File: src/rtl/mem_arbiter.sv
// Round-robin arbiter with bus lock sharing one registered memory port between two requesters.
// Grant to mem_addr in 1 cycle; write done at grant+2; read done with data at grant+2+MEM_LAT.
module mem_arbiter #(
  parameter int ADDR_W       = 24,
  parameter int DATA_W       = 16,
  parameter int MEM_LAT      = 1,
  parameter int LOCK_TIMEOUT = 8
) (
  input  logic              clk,
  input  logic              rst_n,
  input  logic              req0_valid,
  input  logic [ADDR_W-1:0] req0_addr,
  input  logic [DATA_W-1:0] req0_wdata,
  input  logic              req0_we,
  input  logic              req0_lock,
  output logic              req0_ready,
  output logic              req0_done,
  output logic [DATA_W-1:0] req0_rdata,
  input  logic              req1_valid,
  input  logic [ADDR_W-1:0] req1_addr,
  input  logic [DATA_W-1:0] req1_wdata,
  input  logic              req1_we,
  input  logic              req1_lock,
  output logic              req1_ready,
  output logic              req1_done,
  output logic [DATA_W-1:0] req1_rdata,
  output logic [ADDR_W-1:0] mem_addr,
  output logic [DATA_W-1:0] mem_wdata,
  output logic              mem_we,
  input  logic [DATA_W-1:0] mem_rdata
);
  localparam int LAT_W = $clog2(MEM_LAT + 1);
  localparam int TO_W  = $clog2(LOCK_TIMEOUT + 1);

  typedef enum logic [1:0] {IDLE = 2'd0, ISSUE = 2'd1, WAIT = 2'd2} state_t;

  state_t            state, state_nxt;
  logic              rr, cur, own_vld, own_idx;
  logic [LAT_W-1:0]  lat_cnt;
  logic [TO_W-1:0]   to_cnt;
  logic              elig0, elig1, grant0, grant1, grant, own_valid;
  logic [ADDR_W-1:0] sel_addr;
  logic [DATA_W-1:0] sel_wdata;
  logic              sel_we, sel_lock;

  // A lock owner excludes the other side; on a tie the side that is not rr wins.
  always_comb begin
    elig0  = req0_valid && (!own_vld || !own_idx);
    elig1  = req1_valid && (!own_vld || own_idx);
    grant0 = 1'b0;
    grant1 = 1'b0;
    if (rst_n && state == IDLE) begin
      if (elig0 && elig1) begin
        grant0 = rr;
        grant1 = !rr;
      end else begin
        grant0 = elig0;
        grant1 = elig1;
      end
    end
  end

  assign grant      = grant0 | grant1;
  assign req0_ready = grant0;
  assign req1_ready = grant1;
  assign sel_addr   = grant1 ? req1_addr  : req0_addr;
  assign sel_wdata  = grant1 ? req1_wdata : req0_wdata;
  assign sel_we     = grant1 ? req1_we    : req0_we;
  assign sel_lock   = grant1 ? req1_lock  : req0_lock;
  assign own_valid  = own_idx ? req1_valid : req0_valid;

  always_ff @(posedge clk or negedge rst_n) begin
    if (!rst_n) state <= IDLE;
    else        state <= state_nxt;
  end

  always_comb begin
    state_nxt = state;
    case (state)
      IDLE:    if (grant) state_nxt = ISSUE;
      ISSUE:   state_nxt = mem_we ? IDLE : WAIT;
      WAIT:    if (lat_cnt == LAT_W'(1)) state_nxt = IDLE;
      default: state_nxt = IDLE;
    endcase
  end

  always_ff @(posedge clk or negedge rst_n) begin
    if (!rst_n) begin
      mem_addr   <= '0;
      mem_wdata  <= '0;
      mem_we     <= 1'b0;
      req0_done  <= 1'b0;
      req1_done  <= 1'b0;
      req0_rdata <= '0;
      req1_rdata <= '0;
      rr         <= 1'b1;
      cur        <= 1'b0;
      own_vld    <= 1'b0;
      own_idx    <= 1'b0;
      lat_cnt    <= '0;
      to_cnt     <= '0;
    end else begin
      req0_done <= 1'b0;
      req1_done <= 1'b0;
      mem_we    <= 1'b0;
      if (grant) begin
        mem_addr  <= sel_addr;
        mem_wdata <= sel_wdata;
        mem_we    <= sel_we;
        cur       <= grant1;
        rr        <= grant1;
        own_vld   <= sel_lock;
        own_idx   <= grant1;
        to_cnt    <= '0;
      end else if (state == IDLE && own_vld && !own_valid) begin
        // Release lands at the edge after the count is reached, so the
        // other side is granted one cycle later.
        if (to_cnt == TO_W'(LOCK_TIMEOUT)) begin
          own_vld <= 1'b0;
          to_cnt  <= '0;
        end else begin
          to_cnt <= to_cnt + 1'b1;
        end
      end
      if (state == ISSUE) begin
        if (mem_we) begin
          if (cur) req1_done <= 1'b1;
          else     req0_done <= 1'b1;
        end else begin
          lat_cnt <= LAT_W'(MEM_LAT);
        end
      end else if (state == WAIT) begin
        lat_cnt <= lat_cnt - 1'b1;
        if (lat_cnt == LAT_W'(1)) begin
          if (cur) begin
            req1_rdata <= mem_rdata;
            req1_done  <= 1'b1;
          end else begin
            req0_rdata <= mem_rdata;
            req0_done  <= 1'b1;
          end
        end
      end
    end
  end
endmodule

File: config.mk
export PLATFORM = sky130hd
export DESIGN_NAME = mem_arbiter
export DESIGN_NICKNAME = d
export VERILOG_FILES = /design/src/rtl/mem_arbiter.sv
export SDC_FILE = /design/constraint.sdc
export NUM_CORES = 1
export LEC_CHECK = 0
export CAP_MARGIN = 20
export CORE_ASPECT_RATIO = 0.6
export CORE_UTILIZATION = 44
export CTS_CLUSTER_SIZE = 25
export DETAILED_ROUTE_END_ITERATION = 10
export GPL_TIMING_DRIVEN = 0
export PLACE_DENSITY = 0.86
export REMOVE_ABC_BUFFERS = 1
export SLEW_MARGIN = 20
export SYNTH_ARGS = -nofsm -noshare
export SYNTH_HDL_FRONTEND = slang
export SYNTH_SLANG_ARGS = --single-unit
File: constraint.sdc
create_clock -name clk -period 2.63 [get_ports clk]
set_input_delay 0.3945 -clock clk [delete_from_list [all_inputs] [get_ports clk]]
set_output_delay 0.3945 -clock clk [all_outputs]
set_load 0.02 [all_outputs]
## Word level (Yosys, flattened, before mapping)

Index checks and enable logic that the tools add are counted.

| cells by class | value |
|---|---|
| add/subtract/negate cells | 2 |
| equality and inequality tests | 6 |
| muxes and demuxes | 33 |
| bitwise gates (word level) | 3 |
| reduce and logical (&&, ||, !) cells | 21 |

Operators by type and width:

| kind | number |
|---|---|
| 2-to-1 mux 1 bit | 24 |
| 2-to-1 mux 24 bit | 1 |
| 2-to-1 mux 16 bit | 1 |
| 2-to-1 mux 4 bit | 3 |
| AND reduction 4 bit | 2 |
| logical AND 1 bit | 6 |
| 2-to-1 mux 2 bit | 3 |
| != test 2 bit (second input constant) | 3 |
| case mux 2 bit (3 select lines) | 1 |
| AND reduction 2 bit | 3 |
| nonzero test 2 bit | 3 |
| adder 4 x 1 -> 4 bit (second input constant) | 1 |
| equality test 4 bit (second input constant) | 1 |
| logical NOT 1 bit | 4 |
| equality test 2 x 1 -> 1 bit (second input constant) | 1 |
| equality test 2 bit (second input constant) | 1 |
| logical NOT 2 bit | 1 |
| logical OR 1 bit | 2 |
| NOT 1 bit | 2 |
| OR 1 bit | 1 |
| subtractor 1 bit (second input constant) | 1 |

| word-level totals | value |
|---|---|
| bits in registers | 85 |
| output and inout port bits | 77 |
| word-level logic and storage cells | 78 |

## Longest topological paths before layout

| depth | value |
|---|---|
| word-level depth | 9 |
| mapped depth | 8 |
| gate-level depth less buffers | 6 |

## Worst setup path after synthesis

Ideal clock, no wire load.

| timing | value |
|---|---|
| path kind | flip-flop to output port |
| from | register state[0] |
| to | output port req0_ready |
| arrival time | 1.430 ns |
| path slack | 0.806 ns |
| cell stages (with the launch flop) | 4 |
| buffers on the path | 1 |
| cells stage by stage | dfrtp_1 buf_2 nand4bb_1 a211oi_1 |

| on the way | value |
|---|---|
| word-level cells in the longest chain between the ends | 3 |

RTL lines:

| element | RTL line | source |
|---|---|---|
| from (decl) | 37 | `state_t state, state_nxt;` |
| from (signal assigned) | 74 | `else state <= state_nxt;` |
| logical NOT 2 bit | 52 | `if (rst_n && state == IDLE) begin` |
| logical AND 1 bit | 52 |  |
| 2-to-1 mux 1 bit | 52 |  |
| to (decl) | 16 | `output logic req0_ready,` |

No other way between the ends.

## Final worst setup path

| timing | value |
|---|---|
| from | input port req0_valid |
| to | output port req0_ready |

| on the way | value |
|---|---|
| word-level cells in the longest chain between the ends | 4 |

RTL lines:

| element | RTL line | source |
|---|---|---|
| from (decl) | 11 | `input logic req0_valid,` |
| logical AND 1 bit (*) | 48 | `elig0 = req0_valid && (!own_vld \|\| !own_idx);` |
| logical AND 1 bit | 53 | `if (elig0 && elig1) begin` |
| 2-to-1 mux 1 bit (*) | 53 |  |
| 2-to-1 mux 1 bit (*) | 52 |  |

Mark *: on every way between the ends. The rest lies on a longest branch, timed or not.

==> flow_results.xml <==
<?xml version="1.0" encoding="UTF-8"?>
<metrics>
  <group name="run_status">
    <metric name="outcome" unit="">complete, but fails checks</metric>
    <metric name="failing_checks" unit="">hold timing</metric>
  </group>
  <group name="worst_setup_path">
    <metric name="critical_path.startpoint_type" unit="">primary input</metric>
    <metric name="endpoint_of_the_most_critical_setup_path" unit="">req0_ready</metric>
    <metric name="rr_startpoint" unit="">state[0]</metric>
    <metric name="cp_cell_sequence" unit="">clkdlybuf4s50_1 &gt; nand4bb_1 &gt; a211oi_2 &gt; clkdlybuf4s50_1</metric>
    <metric name="dominant_delay_contributor_by_cell_family_on_the_critical_path" unit="">buffers and inverters</metric>
    <metric name="timing_worst_setup_path_type" unit="">primary input to output port</metric>
    <metric name="regToRegEndpoint" unit="">mem_addr[13]</metric>
    <metric name="worstPathArrival" unit="ns">2.20</metric>
    <metric name="worst_r2r_path_depth" unit="">7</metric>
    <metric name="crit_start" unit="">req0_valid</metric>
    <metric name="timing.critical_path.to_type" unit="">output port</metric>
    <metric name="rrSetupSlack" unit="ns">0.22</metric>
    <metric name="timing.critical_path.slowest_stage_cell" unit="">sky130_fd_sc_hd__clkdlybuf4s50_1</metric>
    <metric name="critical_path.most_common_cell" unit="">sky130_fd_sc_hd__clkdlybuf4s50_1</metric>
    <metric name="critical_path.max_stage_delay" unit="ns">0.66</metric>
    <metric name="crit_buf_inv" unit="">2</metric>
    <metric name="crit_fanout" unit="">4</metric>
    <metric name="required" unit="ns">2.24</metric>
    <metric name="path_depth" unit="">4</metric>
  </group>
  <group name="synthesis">
    <metric name="yosysSeqAreaShare" unit="%">57.5</metric>
    <metric name="synth.avg_cell_area" unit="sq um">10.3</metric>
    <metric name="post_synth_most_frequent_cells" unit="">sky130_fd_sc_hd__nand2_1, sky130_fd_sc_hd__dfrtp_1, sky130_fd_sc_hd__nor2_1, sky130_fd_sc_hd__a31oi_1, sky130_fd_sc_hd__mux2_2</metric>
    <metric name="dominantRegCellSynth" unit="">sky130_fd_sc_hd__dfrtp_1</metric>
    <metric name="synth_area_leader_cell" unit="">sky130_fd_sc_hd__dfrtp_1</metric>
    <metric name="synthXorXnorAreaFrac" unit="%">0</metric>
    <metric name="synthAdderAreaFrac" unit="%">0.676</metric>
    <metric name="synth_compound_gate_area_share" unit="%">9.94</metric>
    <metric name="yosys_warnings" unit="">0</metric>
    <metric name="yosysUniqueCellTypes" unit="">35</metric>
    <metric name="synth_simple_gate_area_share" unit="%">16.9</metric>
    <metric name="yosys_register_bits" unit="">85</metric>
    <metric name="synth_edf_count" unit="">0</metric>
    <metric name="post_synth_main_area_contributors" unit="">sky130_fd_sc_hd__dfrtp_1, sky130_fd_sc_hd__mux2_2, sky130_fd_sc_hd__nand2_1, sky130_fd_sc_hd__a31oi_1, sky130_fd_sc_hd__nor2_1</metric>
    <metric name="mux_contribution_to_synthesized_area" unit="%">10.9</metric>
    <metric name="yosysMostFrequentCell" unit="">sky130_fd_sc_hd__nand2_1</metric>
    <metric name="main_combinational_cell_family_by_area_after_synthesis" unit="">simple AND/OR/NAND/NOR gates</metric>
    <metric name="synthDominantCellAreaShare" unit="%">56.8</metric>
    <metric name="netlist_instances" unit="">360</metric>
    <metric name="async_flop_share" unit="%">100</metric>
    <metric name="syn_area" unit="sq um">3700</metric>
  </group>
  <group name="drt">
    <metric name="wl_met2" unit="um">5060</metric>
    <metric name="met3WireLength" unit="um">906</metric>
    <metric name="drc" unit="">0</metric>
    <metric name="number_of_drc_markers_after_the_initial_detailed_route_iteration" unit="">181</metric>
    <metric name="ant_nets" unit="">0</metric>
    <metric name="first_pass_iters" unit="">4</metric>
    <metric name="dr.max_layer_used" unit="">met4</metric>
    <metric name="route.detailed.vias_per_inst" unit="">5.11</metric>
    <metric name="wirelength_met1" unit="um">4470</metric>
    <metric name="wire_per_inst" unit="um">16.2</metric>
    <metric name="route.final.wire_length" unit="um">10600</metric>
    <metric name="route.vias.total" unit="">3340</metric>
  </group>
  <group name="timing">
    <metric name="worst_clock_skew" unit="ns">0.00539</metric>
    <metric name="hold_viol" unit="">2</metric>
    <metric name="worst_pin_slew" unit="ns">0.803</metric>
    <metric name="worst_hold_slack" unit="ns">-0.00190</metric>
    <metric name="layout_min_cycle_time" unit="ns">2.60</metric>
    <metric name="finalCritPeriodShare" unit="%">98.8</metric>
    <metric name="timing.final.setup_violations" unit="">0</metric>
    <metric name="final-max-slew-violation-count" unit="">0</metric>
    <metric name="max_slew_margin" unit="%">46.3</metric>
    <metric name="fmax" unit="GHz">0.385</metric>
  </group>
  <group name="clocking">
    <metric name="cts.reportedPaths.clkPinSlew" unit="ns">0.06</metric>
    <metric name="clock_tree_from_tritoncts" unit="">yes</metric>
    <metric name="worst_skew_pair.late_latency" unit="ns">0.34</metric>
    <metric name="clock_tree.htree_level_count" unit="">3</metric>
    <metric name="ctsLongestPathBuffers" unit="">2</metric>
    <metric name="clockRootBuffer" unit="">sky130_fd_sc_hd__clkbuf_16</metric>
    <metric name="cts-buffers-inserted" unit="">9</metric>
    <metric name="tritoncts_num_sinks" unit="">85</metric>
  </group>
  <group name="floorplan">
    <metric name="initial_util" unit="%">46.2</metric>
    <metric name="rows" unit="">25</metric>
    <metric name="fp.dieW" unit="um">120</metric>
    <metric name="die_h" unit="um">73.1</metric>
    <metric name="placeable_core_region" unit="sq um">8010</metric>
    <metric name="design.portCount" unit="">181</metric>
    <metric name="dieArea" unit="sq um">8800</metric>
  </group>
  <group name="finish">
    <metric name="area_grow_syn2layout" unit="%">63.2</metric>
    <metric name="final_layout_size_suffix_gt1_share" unit="%">12.7</metric>
    <metric name="layout.filler_cells" unit="">560</metric>
    <metric name="nets" unit="">646</metric>
    <metric name="area.sequential" unit="sq um">2130</metric>
    <metric name="final_design_area_no_fill" unit="sq um">6040</metric>
    <metric name="number_of_antenna_repair_diodes" unit="">0</metric>
    <metric name="post_layout_nonfiller_instances" unit="">653</metric>
    <metric name="multiInputGateArea" unit="sq um">1440</metric>
  </group>
  <group name="global_route">
    <metric name="grt_remaining_overflow" unit="">0</metric>
    <metric name="grt_antenna_before_repair" unit="">0</metric>
    <metric name="grt_start_max_net_pins" unit="">44</metric>
    <metric name="grt_first_pass_wirelength" unit="um">17200</metric>
    <metric name="grt_pass1_vias" unit="">3443</metric>
    <metric name="gr-usage-all-layers" unit="%">25.9</metric>
  </group>
  <group name="place">
    <metric name="placedInstanceArea" unit="sq um">5630</metric>
    <metric name="io_buffers" unit="">180</metric>
    <metric name="hpwl" unit="um">7640</metric>
    <metric name="post-place-cells" unit="">631</metric>
    <metric name="place_congestion" unit="">0.747</metric>
  </group>
  <group name="flow_run">
    <metric name="cap_viol_max_count" unit="">0</metric>
  </group>
  <group name="pwr">
    <metric name="fin_total_pwr" unit="uW">7060</metric>
    <metric name="power_density" unit="nW/um^2">1170</metric>
    <metric name="peakVddDrop" unit="mV">0.668</metric>
    <metric name="static-leakage-power" unit="uW">0.00253</metric>
  </group>
  <group name="hold_path">
    <metric name="hold_path_class" unit="">primary input to async pin</metric>
  </group>
</metrics>
==> worst reg2reg max path: cells and delay by family, from the launching register on <==
family	cells	cell delay [ns]
AND/OR/NAND/NOR	2	0.54
AO/OA/AOI/OAI	2	0.67
flip-flops	1	0.49
buffers and inverters	3	0.64
==> layout make-up <==
class / count / share of cell area, %
clock buffer: 10 / 3.95
clock inverter: 6 / 1.18
inverter: 6 / 0.580
multi-input combinational: 246 / 23.8
sequential: 85 / 35.2
tap: 108 / 2.24
timing repair buffer: 192 / 33.0
==> cell usage in the layout (no fill, tap or decap), types with 3 or more instances in the layout <==
cell type / synthesis / layout
sky130_fd_sc_hd__buf_4: 6 / 3
sky130_fd_sc_hd__buf_8: 0 / 3
sky130_fd_sc_hd__dfrtp_1: 84 / 84
sky130_fd_sc_hd__o21ai_0: 3 / 3
sky130_fd_sc_hd__clkbuf_16: 0 / 9
sky130_fd_sc_hd__nor2_1: 52 / 52
sky130_fd_sc_hd__mux2_2: 32 / 32
sky130_fd_sc_hd__nand2_1: 87 / 87
sky130_fd_sc_hd__a31oi_1: 42 / 42
sky130_fd_sc_hd__a21oi_1: 5 / 5
sky130_fd_sc_hd__clkdlybuf4s50_1: 0 / 178
sky130_fd_sc_hd__inv_1: 5 / 5
==> power breakdown <==
group          switching (uW)  internal (uW)
Clock                     524            768
Sequential                412           1940
Combinational            1710           1710
==> metrics by stage <==
stage / TNS [ns] / hold WS [ns] / setup slack, ns / utilization, %
6_report: 0 / -0.00190 / 0.0313 / 75.5
3_3_place_gp: -430.12 / 0.486 / -5.52 / 68.8
5_1_grt: -0.00124 / 0.00509 / -0.00124 / 75.5
4_1_cts: 0 / 0.00396 / 0.0397 / 75.3
3_5_place_dp: -14.31 / 0.390 / -1.00 / 70.3
2_1_floorplan: -49.04 / 0.0989 / -1.10 / -
==> sequential cells by signal, indices dropped and copies added (netlist names) <==
| register | flops |
|---|---|
| mem_wdata | 16 |
| mem_we | 1 |
| mem_addr | 24 |
| own_vld | 1 |
| lat_cnt | 1 |
| req1_done | 1 |
| req1_rdata | 16 |
| to_cnt | 4 |
| req0_done | 1 |
| req0_rdata | 16 |
| state | 2 |
| own_idx | 1 |
| rr | 1 |
==> cell families (layout without fill, tap and decap cells) <==
| kind of cell | Yosys count | after routing |
|---|---|---|
| multiplexers | 35 | 35 |
| flip-flops | 85 | 85 |
| adder cells (fa/ha/maj) | 2 | 2 |
| buffers and inverters | 29 | 214 |
| AND/OR/NAND/NOR | 152 | 152 |
| AO/OA/AOI/OAI | 57 | 57 |
==> metal layers <==
metal,vias to the layer above,GRT usage [%]
li1,1596,-
met2,114,43.3
met4,0,7.54
met1,1615,31.3
met5,-,0
met3,15,10.2
==> what timing repair did <==
action / in CTS / in global routing
setup buffers: 1 / 2
setup endpoints to repair: 22 / 2
hold buffers: 2 / 0
gates cloned: 1 / 0
gates resized for setup: 8 / 1
hold endpoints to repair: 35 / 0
pin swaps: 2 / 1
==> how the worst min path moves through the flow <==
stage                        start        endpoint  slack [ns]  cells after the start
floorplan                    rst_n         lat_cnt         0.1                      0
global placement    req1_rdata[11]  req1_rdata[11]        0.49                      1
detailed placement           rst_n    mem_wdata[1]        0.39                      1
CTS                          rst_n     mem_addr[6]       0.004                      2
global route                 rst_n    mem_wdata[1]       0.005                      2
finish                       rst_n    mem_wdata[1]      -0.002                      2
Power figures use the tool's default switching activity.
